## src/rtl/count_sequencer_if.sv

```systemverilog
// Host/counter-facing signal bundle for count_sequencer.
// Protocol: start is taken only while busy is low; done pulses once per completed sequence, pass is valid from the cycle after done.
interface count_sequencer_if #(
  parameter int LEN_W = 5,
  parameter int CNT_W = 4
);
  logic             start;
  logic [LEN_W-1:0] run_len;
  logic             pause;
  logic             abort;
  logic [CNT_W-1:0] count_in;
  logic             cnt_reset;
  logic             cnt_enable;
  logic             busy;
  logic             done;
  logic             pass;

  modport master (
    output start, run_len, pause, abort, count_in,
    input  cnt_reset, cnt_enable, busy, done, pass
  );

  modport slave (
    input  start, run_len, pause, abort, count_in,
    output cnt_reset, cnt_enable, busy, done, pass
  );
endinterface

```

## src/rtl/count_sequencer.sv

```systemverilog
// Clears the downstream counter, enables it for a programmed number of cycles,
// then checks the read-back value against the expected modulo-2^CNT_W count.
module count_sequencer #(
  parameter int CLR_CYCLES = 2,
  parameter int LEN_W      = 5,
  parameter int CNT_W      = 4
) (
  input  logic                  clk,
  input  logic                  reset_n,
  count_sequencer_if.slave      bus,
  output logic [1:0]            state_dbg
);

  localparam int CLR_W = $clog2(CLR_CYCLES + 1);

  typedef enum logic [1:0] {
    IDLE  = 2'd0,
    CLEAR = 2'd1,
    RUN   = 2'd2,
    CHECK = 2'd3
  } state_t;

  state_t           state, state_nxt;
  logic [LEN_W-1:0] len_q;
  logic [LEN_W-1:0] run_cnt;
  logic [CLR_W-1:0] clr_cnt;
  logic             pass_q;

  logic             cnt_reset_c;
  logic             cnt_enable_c;
  logic             done_c;
  logic             clr_last;
  logic             run_last;

  assign clr_last = (clr_cnt == CLR_W'(CLR_CYCLES - 1));
  assign run_last = (run_cnt == (len_q - LEN_W'(1)));

  always_comb begin
    state_nxt    = state;
    cnt_reset_c  = 1'b0;
    cnt_enable_c = 1'b0;
    done_c       = 1'b0;
    case (state)
      IDLE: begin
        if (bus.start && !bus.abort) state_nxt = CLEAR;
      end
      CLEAR: begin
        cnt_reset_c = 1'b1;
        if (bus.abort)     state_nxt = IDLE;
        else if (clr_last) state_nxt = (len_q != '0) ? RUN : CHECK;
      end
      RUN: begin
        // pause and abort gate the enable in the same cycle they are seen
        cnt_enable_c = ~bus.pause & ~bus.abort;
        if (bus.abort)                     state_nxt = IDLE;
        else if (cnt_enable_c && run_last) state_nxt = CHECK;
      end
      CHECK: begin
        done_c    = ~bus.abort;
        state_nxt = IDLE;
      end
      default: state_nxt = IDLE;
    endcase
  end

  always_ff @(posedge clk or negedge reset_n) begin
    if (!reset_n) begin
      state   <= IDLE;
      len_q   <= '0;
      run_cnt <= '0;
      clr_cnt <= '0;
      pass_q  <= 1'b0;
    end else begin
      state <= state_nxt;
      case (state)
        IDLE: begin
          if (bus.start && !bus.abort) begin
            len_q   <= bus.run_len;
            clr_cnt <= '0;
          end
        end
        CLEAR: begin
          clr_cnt <= clr_cnt + CLR_W'(1);
          run_cnt <= '0;
        end
        RUN: begin
          if (cnt_enable_c) run_cnt <= run_cnt + LEN_W'(1);
        end
        CHECK: begin
          // expected count is len_q truncated to the counter width
          if (!bus.abort) pass_q <= (bus.count_in == len_q[CNT_W-1:0]);
        end
        default: ;
      endcase
    end
  end

  assign bus.cnt_reset  = cnt_reset_c;
  assign bus.cnt_enable = cnt_enable_c;
  assign bus.busy       = (state != IDLE);
  assign bus.done       = done_c;
  assign bus.pass       = pass_q;
  assign state_dbg      = state;

endmodule

```

## src/flat_wrapper.sv

```systemverilog
// flat-port wrapper written by rule: the top's interface ports become plain ports
module count_sequencer_flat 
#(
  parameter int CLR_CYCLES = 2,
  parameter int LEN_W      = 5,
  parameter int CNT_W      = 4
)
  (clk, reset_n, state_dbg, bus_start, bus_run_len, bus_pause, bus_abort, bus_count_in, bus_cnt_reset, bus_cnt_enable, bus_busy, bus_done, bus_pass);
  count_sequencer_if #(.LEN_W(LEN_W), .CNT_W(CNT_W)) bus_i ();
  input  logic clk;
  input  logic reset_n;
  output logic [1:0] state_dbg;
  input wire logic [$bits(bus_i.start)-1:0] bus_start;
  input wire logic [$bits(bus_i.run_len)-1:0] bus_run_len;
  input wire logic [$bits(bus_i.pause)-1:0] bus_pause;
  input wire logic [$bits(bus_i.abort)-1:0] bus_abort;
  input wire logic [$bits(bus_i.count_in)-1:0] bus_count_in;
  output wire logic [$bits(bus_i.cnt_reset)-1:0] bus_cnt_reset;
  output wire logic [$bits(bus_i.cnt_enable)-1:0] bus_cnt_enable;
  output wire logic [$bits(bus_i.busy)-1:0] bus_busy;
  output wire logic [$bits(bus_i.done)-1:0] bus_done;
  output wire logic [$bits(bus_i.pass)-1:0] bus_pass;
  assign bus_i.start = bus_start;
  assign bus_i.run_len = bus_run_len;
  assign bus_i.pause = bus_pause;
  assign bus_i.abort = bus_abort;
  assign bus_i.count_in = bus_count_in;
  assign bus_cnt_reset = bus_i.cnt_reset;
  assign bus_cnt_enable = bus_i.cnt_enable;
  assign bus_busy = bus_i.busy;
  assign bus_done = bus_i.done;
  assign bus_pass = bus_i.pass;
  count_sequencer #(.CLR_CYCLES(CLR_CYCLES), .LEN_W(LEN_W), .CNT_W(CNT_W)) u_core (.clk(clk), .reset_n(reset_n), .bus(bus_i), .state_dbg(state_dbg));
endmodule
```

## config.mk

```make
export PLATFORM = sky130hd
export DESIGN_NAME = count_sequencer_flat
export DESIGN_NICKNAME = d
export VERILOG_FILES = /design/src/rtl/count_sequencer_if.sv /design/src/rtl/count_sequencer.sv /design/src/flat_wrapper.sv
export SDC_FILE = /design/constraint.sdc
export NUM_CORES = 1
export LEC_CHECK = 0
export CAP_MARGIN = 20
export CELL_PAD_IN_SITES_DETAIL_PLACEMENT = 1
export CELL_PAD_IN_SITES_GLOBAL_PLACEMENT = 1
export CORE_MARGIN = 8
export CORE_UTILIZATION = 42
export CTS_BUF_LIST = sky130_fd_sc_hd__clkbuf_8
export DETAILED_ROUTE_END_ITERATION = 12
export PLACE_DENSITY_LB_ADDON = 0.1
export REMOVE_ABC_BUFFERS = 1
export SLEW_MARGIN = 20
export SYNTH_ARGS = -nofsm -noshare
export SYNTH_HDL_FRONTEND = slang
export SYNTH_SLANG_ARGS = --single-unit
export TNS_END_PERCENT = 1
```

## constraint.sdc

```tcl
create_clock -name clk -period 2.9 [get_ports clk]
set_input_delay 0.58 -clock clk [delete_from_list [all_inputs] [get_ports clk]]
set_output_delay 0.58 -clock clk [all_outputs]
set_load 0.02 [all_outputs]
```

# Yosys cells after proc, flatten, opt, wreduce, memory -nomap -nowiden
# Cells that the tools add are included.
[word_totals]
register_bits = 15
input_bits = 14
output_inout_bits = 7
word_cells = 48
[classes]
addsub = 3
n_bitwise = 3
n_reduce_logical = 13
muxes = 14
eq_ne = 10
[ops]
columns = ["operator", "count"]
rows = [
  ["2-to-1 mux 2 bit", 6],
  ["case mux 5 bit (2 select lines)", 1],
  ["case mux 2 bit (4 select lines)", 1],
  ["AND reduction 2 bit", 4],
  ["inequality test 3 x 2 -> 1 bit, second input constant", 2],
  ["nonzero test 2 bit", 3],
  ["adder 5 x 1 -> 5 bit, second input constant", 1],
  ["equality test 5 bit", 1],
  ["2-to-1 mux 5 bit", 1],
  ["nonzero test 5 bit", 1],
  ["subtractor 5 x 1 -> 5 bit, second input constant", 1],
  ["equality test 2 x 1 -> 1 bit, second input constant", 2],
  ["equality test 2 bit, second input constant", 2],
  ["equality test 4 bit", 1],
  ["2-to-1 mux 1 bit", 4],
  ["case mux 2 bit (2 select lines)", 1],
  ["AND reduction 3 bit", 1],
  ["adder 2 x 1 -> 2 bit, second input constant", 1],
  ["logical AND 1 bit", 2],
  ["logical NOT 2 bit", 1],
  ["inequality test 2 x 1 -> 1 bit, second input constant", 1],
  ["inequality test 2 bit, second input constant", 1],
  ["inverter 1 bit", 2],
  ["AND 1 bit", 1],
  ["logical NOT 1 bit", 1],
]

# Longest topological paths before layout
# Gate-level depths: netlist of the first run.
[logic_depth]
word_depth = 6
ltp_mapped = 6
mapped_depth_nobuf = 6

# Worst setup path after synthesis of the first run
# Ideal clock, no wire load.
[synth_timing]
kind = "input to output"
from = "input port bus_abort"
to = "output port bus_cnt_enable"
path_buffers = 0
slack_ns = 1.175
required_ns = 2.320
arrival_ns = 1.145
path_stages = 1
path_cell_list = "nor4b_4"
[synth_via]
elab_chain_len = 3
[synth_rtl]
columns = ["element", "line_no", "rtl"]
rows = [
  ["start, declared", "flat_wrapper.sv:16", "input wire logic [$bits(bus_i.abort)-1:0] bus_abort;"],
  ["inverter 1 bit (no line)", "n/a", ""],
  ["AND 1 bit", "count_sequencer.sv:54", "cnt_enable_c = ~bus.pause & ~bus.abort;"],
  ["2-to-1 mux 1 bit", "count_sequencer.sv:43", "case (state)"],
  ["end, declared", "flat_wrapper.sv:19", "output wire logic [$bits(bus_i.cnt_enable)-1:0] bus_cnt_enable;"],
]
# No other way between the ends.

# Worst setup path after layout of the first run
# Same ends and word-level chain as after synthesis.

==> results.txt, run 1 <==
Detailed Routing Iterations Pass 1: 4
syn avg cell area: 10.5 um2
Setup CP Type: input pin to output pin
Setup crit end kind: output pin
pwr/cell area: 717 nW/um2
Synth-to-Final Area Change: 34.1%
Mapped Area: 873 um2
mux share of post-synthesis cell area: 8.88%
critical path's most frequent cell: clkdlybuf4s50_1
Nets: 127
top fanout value on the critical path: 2
# fillers: 221
CP startpoint kind: input pin
CP delay by family, top: buffers and inverters
CTS sink count: 15
Final setup viols: 0
die outline width: 61.6 um
period utilization: 90.9%
Slowest-stage cell, CP: clkdlybuf4s50_1
Hold Crit Class: flip-flop to flip-flop
commonest non-fill, non-tap cell in the layout: clkdlybuf4s50_1
multi-input logic area: 475 um2
1st-iter DRT viols: 6
initial antenna violation count: 0
Total Routing Usage GR: 14.1%
Place WS: 277 ps
Final Slew Violations: 0
Warnings, synthesis: 0
CP Cell Sequence: clkdlybuf4s50_1 > nor4b_4 > clkdlybuf4s50_1
simple-gate area share of the yosys netlist: 20.2%
die height: 61.6 um
Avg WL per Cell: 17.0 um
# rows: 16
htree depth: 1
I/O Buffers: 20
slowest stage delay, CP: 660 ps
hold buffers post-CTS: 0
largest family of logic cells by synthesized area: simple AND/OR/NAND/NOR gates
setup TNS: 0 ps
worst skew pair latency: 250 ps
vias per cell: 5.32
leak pwr: 0.537 nW
post-CTS setup buffer count: 0
DRT Wirelength: 2320 um
global-route wire length before repair: 3900 um
Clock transition at path regs: 60 ps
post-synthesis sequential area ratio: 43.0%
CP required: 2320 ps
pin count of the biggest net entering global routing: 16
post-DP HPWL: 1760 um
Rel. slew slack: 53.5%
Max VDD drop: 0.000429 V
post-cts resize count: 0
fraction of layout cells with a size suffix above 1: 14.7%
Starting Density: 44.5%
DR vias: 724
Unique masters post-synth: 30
worst slew pin tran: 696 ps
Syn Inst Count: 83
RSZ-0062 raised after global routing: no
vias in the first global route: 768
CP bufs+invs: 2
die area: 3790 um2
Setup Skew: 2.60 ps
WP data arrival: 2060 ps
post-synthesis adder-cell area fraction: 4.30%
max-cap viol count: 0
commonest non-fill, non-tap cells in the layout: 20 x clkdlybuf4s50_1, 15 x dfrtp_1, 9 x nand2_1, 9 x xor2_1, 7 x o21ai_1
flops & latches, synth: 15
fmax: 379 MHz
CTS tree: built
Clock Tree Root: clkbuf_8
Clock Path Buffers: 2
diodes inserted: 0
PnR worst setup slack: 265 ps
status: completed
Fin. Hold Viols: 0
DRT antenna net count: 0
total CTS buffers: 3
GPL Wtd Cong: 0.703
core area: 1960 um2
fin crit period: 2640 ps
top-level I/O count: 21
compound-cell area share of the yosys netlist: 10.0%
gr ovfl total: 0
Post-Synth XOR/XNOR Area: 11.0%
Sequential Area: 375 um2
DRC Markers: 0
[stage by stage]
step	cells	util, %	area, um2	total power, W	hold WS (ps)
after global routing	136	59.7	1170	0.000898	540
after global placement	132	57.4	1130	0.000647	476
after detailed placement	132	57.4	1130	0.000672	493
after floorplan	82	-	870	0.000542	284
after CTS	136	59.7	1170	0.000844	508
final	136	59.7	1170	0.000840	502
[sequential cells by signal, summed over array words and instances, names as in the netlist]
signal            count
u_core.len_q          5
u_core.run_cnt        5
u_core.state_dbg      2
u_core.bus.pass       1
u_core.clr_cnt        2
[synth_stat cells]
library cell | number | area (um2)
a21oi_1 | 2 | 10.0
a221oi_1 | 1 | 8.76
a41oi_1 | 1 | 8.76
and2b_1 | 1 | 7.51
clkbuf_1 | 1 | 3.75
dfrtp_1 | 15 | 375
ha_1 | 3 | 37.5
inv_1 | 4 | 15.0
inv_2 | 1 | 3.75
mux2_1 | 1 | 11.3
mux2_2 | 1 | 11.3
mux2_4 | 3 | 45.0
mux2i_1 | 1 | 10.0
nand2_1 | 9 | 33.8
nand3_1 | 1 | 5.00
nand4_1 | 3 | 18.8
nor2_1 | 6 | 22.5
nor2_2 | 1 | 6.26
nor2b_1 | 1 | 6.26
nor3_1 | 1 | 5.00
nor4_1 | 1 | 6.26
nor4b_4 | 2 | 47.6
o21ai_1 | 7 | 35.0
o21ba_1 | 1 | 10.0
o22ai_1 | 1 | 6.26
o41ai_1 | 1 | 8.76
or2_2 | 1 | 6.26
or2b_4 | 1 | 11.3
xnor2_1 | 2 | 17.5
xor2_1 | 9 | 78.8
[path summary, 6_finish.rpt]
check	start	endpoint	slack [ps]	depth (start not counted)
worst min-delay path	u_core.clr_cnt[0]$_DFFE_PN0P_	u_core.clr_cnt[0]$_DFFE_PN0P_	500	1
worst max-delay path	bus_abort	bus_cnt_enable	260	3
worst max register to register	u_core.len_q[0]$_DFFE_PN0P_	u_core.state_dbg[0]$_DFFE_PN0P_	1260	6
max in group asynchronous	reset_n	u_core.clr_cnt[0]$_DFFE_PN0P_	1710	1
worst min register to register	u_core.clr_cnt[0]$_DFFE_PN0P_	u_core.clr_cnt[0]$_DFFE_PN0P_	500	1
min in group asynchronous	reset_n	u_core.len_q[2]$_DFFE_PN0P_	750	1
[layer usage]
layer	part of all wire, %	track usage [%]	wire [um]	vias to the layer above
li1	-	-	-	344
met1	47	17.4	1090	356
met2	46	22.0	1070	19
met3	5.1	3.97	119	5
met4	1.9	6.82	44	0
met5	0	0	0	-
[power breakdown]
| group | leakage (nW) | total (W) | internal (W) | switching (W) |
|---|---|---|---|---|
| clock network | 0.0269 | 0.000170 | 0.0000939 | 0.0000758 |
| registers | 0.195 | 0.000331 | 0.000258 | 0.0000737 |
| logic | 0.315 | 0.000339 | 0.000177 | 0.000161 |
[cells by family (layout without fill, tap and decap cells)]
family / after synthesis / count (layout)
fa+ha+maj: 3 / 3
xor+xnor: 11 / 11
simple gates: 28 / 28
compound gates: 14 / 14
buf+inv: 6 / 32
mux: 6 / 6
flops: 15 / 15
[cell type report]
type | instances | area share [%]
multi-input cells | 62 | 40.6
flip-flops and latches | 15 | 32.1
inverters | 5 | 1.60
clock buffers | 3 | 3.53
clock inverters | 1 | 0.321
well taps | 27 | 2.88
repair buffers | 23 | 19.0
No activity file was read; power rests on OpenSTA's default activity.
==> run 2: changes to the inputs <==
- ABC_CLOCK_PERIOD_IN_PS: default -> 2900
- GPL_ROUTABILITY_DRIVEN: default -> 0
- GPL_TIMING_DRIVEN: default -> 0
==> run 2 against run 1 <==
  * Flip-flop and latch count unchanged
  * Combinational power decreased by 3%
  * Global-route usage fell by 0.35 points
  * Routed wire length decreased by 0.22%
  * Clock skew barely moved
  * Worst setup slack got worse by 91 ps
  * Clock power about the same
  * Fmax down 3.3%
  * Die area unchanged
  * Cell area fell by 1.3%
  * Via count shrank 0.41%
  * Sequential share of layout area up 0.42 points
  * Critical endpoint unchanged
  * Highest routed layer unchanged
==> results.txt, run 2 (synthesis results as in run 1) <==
status: completed
post-DP HPWL: 1680 um (-4.2%)
Synth-to-Final Area Change: 32.4%
CP bufs+invs: 2 (unchanged)
PnR worst setup slack: 174 ps (-91.3 ps)
CTS tree: built
Starting Density: 44.5% (unchanged)
hold slack: 490 ps (-12.4 ps)
Max VDD drop: 0.000415 V (-3.2%)
Final setup viols: 0 (unchanged)
commonest non-fill, non-tap cells in the layout: 20 x clkdlybuf4s50_1, 15 x dfrtp_1, 9 x nand2_1, 9 x xor2_1, 7 x o21ai_1
total CTS buffers: 3 (unchanged)
diodes inserted: 0 (unchanged)
die height: 61.6 um (unchanged)
pin count of the biggest net entering global routing: 16 (unchanged)
Total Routing Usage GR: 13.8% (-0.35 points)
1st-iter DRT viols: 2 (-4)
commonest non-fill, non-tap cell in the layout: clkdlybuf4s50_1
worst skew pair latency: 250 ps (about the same)
die area: 3790 um2 (unchanged)
DR vias: 721 (-0.41%)
I/O Buffers: 20 (unchanged)
hold buffers post-CTS: 0 (unchanged)
CP required: 2320 ps (about the same)
Clock Tree Root: clkbuf_8
reg2reg end: u_core.len_q[3]$_DFFE_PN0P_
pwr/cell area: 718 nW/um2 (about the same)
RSZ-0062 raised after global routing: no
vias per cell: 5.38 (+1.1%)
largest registers: u_core.len_q (5), u_core.run_cnt (5)
CP Cell Sequence: clkdlybuf4s50_1 > nor4b_4 > clkdlybuf4s50_1
max-cap viol count: 0 (unchanged)
Slowest-stage cell, CP: clkdlybuf4s50_1
fmax: 367 MHz (-3.3%)
# rows: 16 (unchanged)
Rel. slew slack: 52.4% (-1.1 points)
period utilization: 94.0% (+3.1 points)
setup TNS: 0 ps (unchanged)
Avg WL per Cell: 17.3 um (+1.3%)
die outline width: 61.6 um (unchanged)
vias in the first global route: 776 (+1.0%)
CP delay by family, top: buffers and inverters
Finished Core Util: 58.9% (-0.77 points)
fraction of layout cells with a size suffix above 1: 13.1% (-1.6 points)
critical path's most frequent cell: clkdlybuf4s50_1
CTS sink count: 15 (unchanged)
gr ovfl total: 0 (unchanged)
Setup CP Type: input pin to output pin
Detailed Routing Iterations Pass 1: 3 (-1)
htree depth: 1 (unchanged)
DRT antenna net count: 0 (unchanged)
DRT Wirelength: 2310 um (-0.22%)
top fanout value on the critical path: 5 (+3)
core area: 1960 um2 (unchanged)
Clock Path Buffers: 2 (unchanged)
Clock transition at path regs: 60 ps (about the same)
worst slew pin tran: 711 ps (+15.5 ps)
Fin. Hold Viols: 0 (unchanged)
Nets: 125 (-1.6%)
initial antenna violation count: 0 (unchanged)
global-route wire length before repair: 3730 um (-4.4%)
# fillers: 246 (+11%)
DRC Markers: 0 (unchanged)
WP data arrival: 2150 ps (+90 ps)
FF-to-FF Start: u_core.state_dbg[0]$_DFFE_PN0P_
slowest stage delay, CP: 670 ps (about the same)
CP startpoint kind: input pin
Setup Skew: 3.03 ps (+0.427 ps)
Place WS: -150 ps (-427 ps)
Hold Crit Class: flip-flop to flip-flop
worst reg2reg path depth: 2 (-4)
fin crit period: 2730 ps (+91.3 ps)
leak pwr: 0.527 nW (-1.9%)
Worst Hold Endpoint: u_core.clr_cnt[0]$_DFFE_PN0P_
Hold Crit Depth: 1 (unchanged)
placed cells: 129 (-2.3%)
Layout Cells excl Fill: 134 (-1.5%)
HP Start: u_core.clr_cnt[0]$_DFFE_PN0P_
Final Slew Violations: 0 (unchanged)
top-level I/O count: 21 (unchanged)
FF-to-FF setup slack: 1260 ps (about the same)
Setup crit end kind: output pin
run 2: final cells by class:
type / instances / area (um2) / share of cell area [%]
multi-input combinational: 62 / 475 / 41.1
clock inverter: 1 / 3.75 / 0.325
tap: 27 / 33.8 / 2.92
timing repair buffer: 21 / 208 / 18.0
sequential: 15 / 375 / 32.5
inverter: 5 / 18.8 / 1.62
clock buffer: 3 / 41.3 / 3.57
run 2: through the flow:
step                      instance area, um2  power (W)
after global placement                  1100   0.000640
after detailed placement                1100   0.000659
after CTS                               1160   0.000836
after global routing                    1160   0.000890
after floorplan                          870   0.000542
final                                   1160   0.000830
run 2: report_power, final:
group	internal [W]	switching (W)	leakage, nW	total (W)
Combinational	0.000174	0.000154	0.305	0.000329
Sequential	0.000258	0.0000707	0.195	0.000328
Clock	0.0000939	0.0000788	0.0269	0.000173
run 2: worst max path at each step:
stage                     startpoint        endpoint  slack [ps]  cells after the start
after floorplan            bus_abort  bus_cnt_enable        1170                      1
after global placement     bus_abort  bus_cnt_enable        -150                      3
after detailed placement   bus_abort  bus_cnt_enable        -150                      3
after CTS                  bus_abort  bus_cnt_enable         150                      3
after global routing       bus_abort  bus_cnt_enable         120                      3
final                      bus_abort  bus_cnt_enable         170                      3
run 2: timing repair:
item | in CTS | in global routing
buffers inserted | 1 | 0
setup endpoints to repair | 1 | 0
gates resized for setup | 0 | 0
run 2: per-layer routing:
metal  track usage [%]  vias up  wire, um
met4              8.44        0        75
li1                  -      339         -
met1              15.4      356       987
met3              3.34        7       128
met5                 0        -         0
met2              22.9       19      1120
==> run 3: changes to the inputs <==
- PLACE_DENSITY: default -> 0.92
- PLACE_DENSITY_LB_ADDON: 0.1 -> default
==> run 3 against run 2 <==
  * First-iteration DRC count rose to 16 times the previous value
  * Cell area unchanged
  * Power up 3.6%
  * Via count up 2.1%
  * Register-to-register slack worse by 130 ps
  * Combinational power up 7.9%
  * Clock-buffer cell count unchanged
  * Sequential share of layout area unchanged
  * Cell count unchanged
  * Routed wire length up 20%
==> results.txt, run 3 (synthesis results as in run 1) <==
top fanout value on the critical path: 5 (unchanged)
critical path's most frequent cell: clkdlybuf4s50_1
Setup Skew: 3.73 ps (+0.698 ps)
die area: 3790 um2 (unchanged)
gr ovfl total: 0 (unchanged)
FF-to-FF Start: u_core.len_q[0]$_DFFE_PN0P_
Hold Crit Class: flip-flop to flip-flop
Rel. slew slack: 51.3% (-1.1 points)
worst reg2reg path depth: 6 (+4)
1st-iter DRT viols: 31 (+29)
Clock transition at path regs: 60 ps (about the same)
fmax: 375 MHz (+2.3%)
die outline width: 61.6 um (unchanged)
Hold Crit Depth: 1 (unchanged)
Clock Path Buffers: 2 (unchanged)
CP startpoint kind: input pin
commonest non-fill, non-tap cell in the layout: clkdlybuf4s50_1
Clock Tree Root: clkbuf_8
DRT antenna net count: 0 (unchanged)
# rows: 16 (unchanged)
CTS sink count: 15 (unchanged)
placed cells: 129 (unchanged)
die height: 61.6 um (unchanged)
Detailed Routing Iterations Pass 1: 4 (+1)
initial antenna violation count: 0 (unchanged)
Fin. Hold Viols: 0 (unchanged)
Final Slew Violations: 0 (unchanged)
diodes inserted: 0 (unchanged)
Layout Cells excl Fill: 134 (unchanged)
max-cap viol count: 0 (unchanged)
Starting Density: 44.5% (unchanged)
commonest non-fill, non-tap cells in the layout: 20 x clkdlybuf4s50_1, 15 x dfrtp_1, 9 x nand2_1, 9 x xor2_1, 7 x o21ai_1
Avg WL per Cell: 20.7 um (+20%)
hold slack: 506 ps (+16.4 ps)
HP Start: u_core.run_cnt[4]$_DFFE_PN0P_
largest registers: u_core.len_q (5), u_core.run_cnt (5)
I/O Buffers: 20 (unchanged)
total power: 0.000859 W (+3.6%)
core area: 1960 um2 (unchanged)
worst slew pin tran: 729 ps (+17.7 ps)
CP required: 2320 ps (about the same)
worst skew pair latency: 250 ps (about the same)
Final setup viols: 0 (unchanged)
status: completed
WP data arrival: 2090 ps (-60 ps)
period utilization: 91.9% (-2.1 points)
Max VDD drop: 0.000432 V (+4.1%)
Slowest-stage cell, CP: clkdlybuf4s50_1
CP Cell Sequence: clkdlybuf4s50_1 > nor4b_4 > clkdlybuf4s50_1
Finished Core Util: 58.9% (unchanged)
vias in the first global route: 802 (+3.4%)
Worst Hold Endpoint: u_core.run_cnt[4]$_DFFE_PN0P_
global-route wire length before repair: 4280 um (+15%)
post-DP HPWL: 1950 um (+15%)
Synth-to-Final Area Change: 32.4% (unchanged)
DR vias: 736 (+2.1%)
leak pwr: 0.527 nW (unchanged)
Setup crit end kind: output pin
FF-to-FF setup slack: 1130 ps (-130 ps)
fin crit period: 2670 ps (-60.0 ps)
fraction of layout cells with a size suffix above 1: 13.1% (unchanged)
top-level I/O count: 21 (unchanged)
vias per cell: 5.49 (+2.1%)
RSZ-0062 raised after global routing: no
Nets: 125 (unchanged)
DRT Wirelength: 2770 um (+20%)
DRC Markers: 0 (unchanged)
reg2reg end: u_core.state_dbg[0]$_DFFE_PN0P_
pin count of the biggest net entering global routing: 16 (unchanged)
Total Routing Usage GR: 15.9% (+2.1 points)
total CTS buffers: 3 (unchanged)
Setup CP Type: input pin to output pin
pwr/cell area: 743 nW/um2 (+3.6%)
CTS tree: built
# fillers: 227 (-7.7%)
hold buffers post-CTS: 0 (unchanged)
slowest stage delay, CP: 650 ps (-20 ps)
htree depth: 1 (unchanged)
-- run 3: cell counts in the layout (fill, tap and decap cells not counted) --
Identical to the previous run, type by type.
-- run 3: worst max-delay path by stage --
stage	cells after the start	slack, ps	endpoint	startpoint
after detailed placement	3	-140	bus_cnt_enable	bus_abort
final	3	230	bus_cnt_enable	bus_abort
after global routing	3	150	bus_cnt_enable	bus_abort
after global placement	3	-110	bus_cnt_enable	bus_abort
after CTS	3	220	bus_cnt_enable	bus_abort
after floorplan	1	1170	bus_cnt_enable	bus_abort
-- run 3: per-layer routing --
layer	vias up	routed length (um)	share of wire [%]	global-route usage (%)
met5	-	0	0	0
met4	0	81	2.9	8.12
met3	8	200	7.2	5.01
met2	29	1270	46	25.6
met1	364	1220	44	18.4
li1	335	-	-	-
-- run 3: through the flow --
step / TNS, ps / worst slack, ps / cell area (um2)
2_1_floorplan: 0 / 1170 / 870
3_3_place_gp: -108 / -108 / 1100
3_5_place_dp: -138 / -138 / 1100
4_1_cts: 0 / 224 / 1160
5_1_grt: 0 / 153 / 1160
6_report: 0 / 234 / 1160
-- run 3: cell type report --
cell class	instances	area (um2)	area share [%]
clock inverter	1	3.75	0.325
multi-input combinational	62	475	41.1
sequential	15	375	32.5
tap	27	33.8	2.92
timing repair buffer	21	208	18.0
clock buffer	3	41.3	3.57
inverter	5	18.8	1.62
-- run 3: timing repair --
| action | CTS | global route |
|---|---|---|
| resized for setup | 0 | 0 |
| buffers inserted | 1 | 0 |
| endpoints found under the setup margin | 1 | 0 |
-- run 3: where the power goes --
part	internal, W	leakage (nW)	total, W	switching (W)
Sequential	0.000258	0.195	0.000333	0.0000758
Combinational	0.000176	0.305	0.000355	0.000179
Clock	0.0000938	0.0269	0.000171	0.0000768
-- run 3: worst max-delay path, delay by kind of cell --
kind | cells | cell delay (ps)
buffers and inverters | 2 | 1200
and+or+nand+nor | 1 | 300
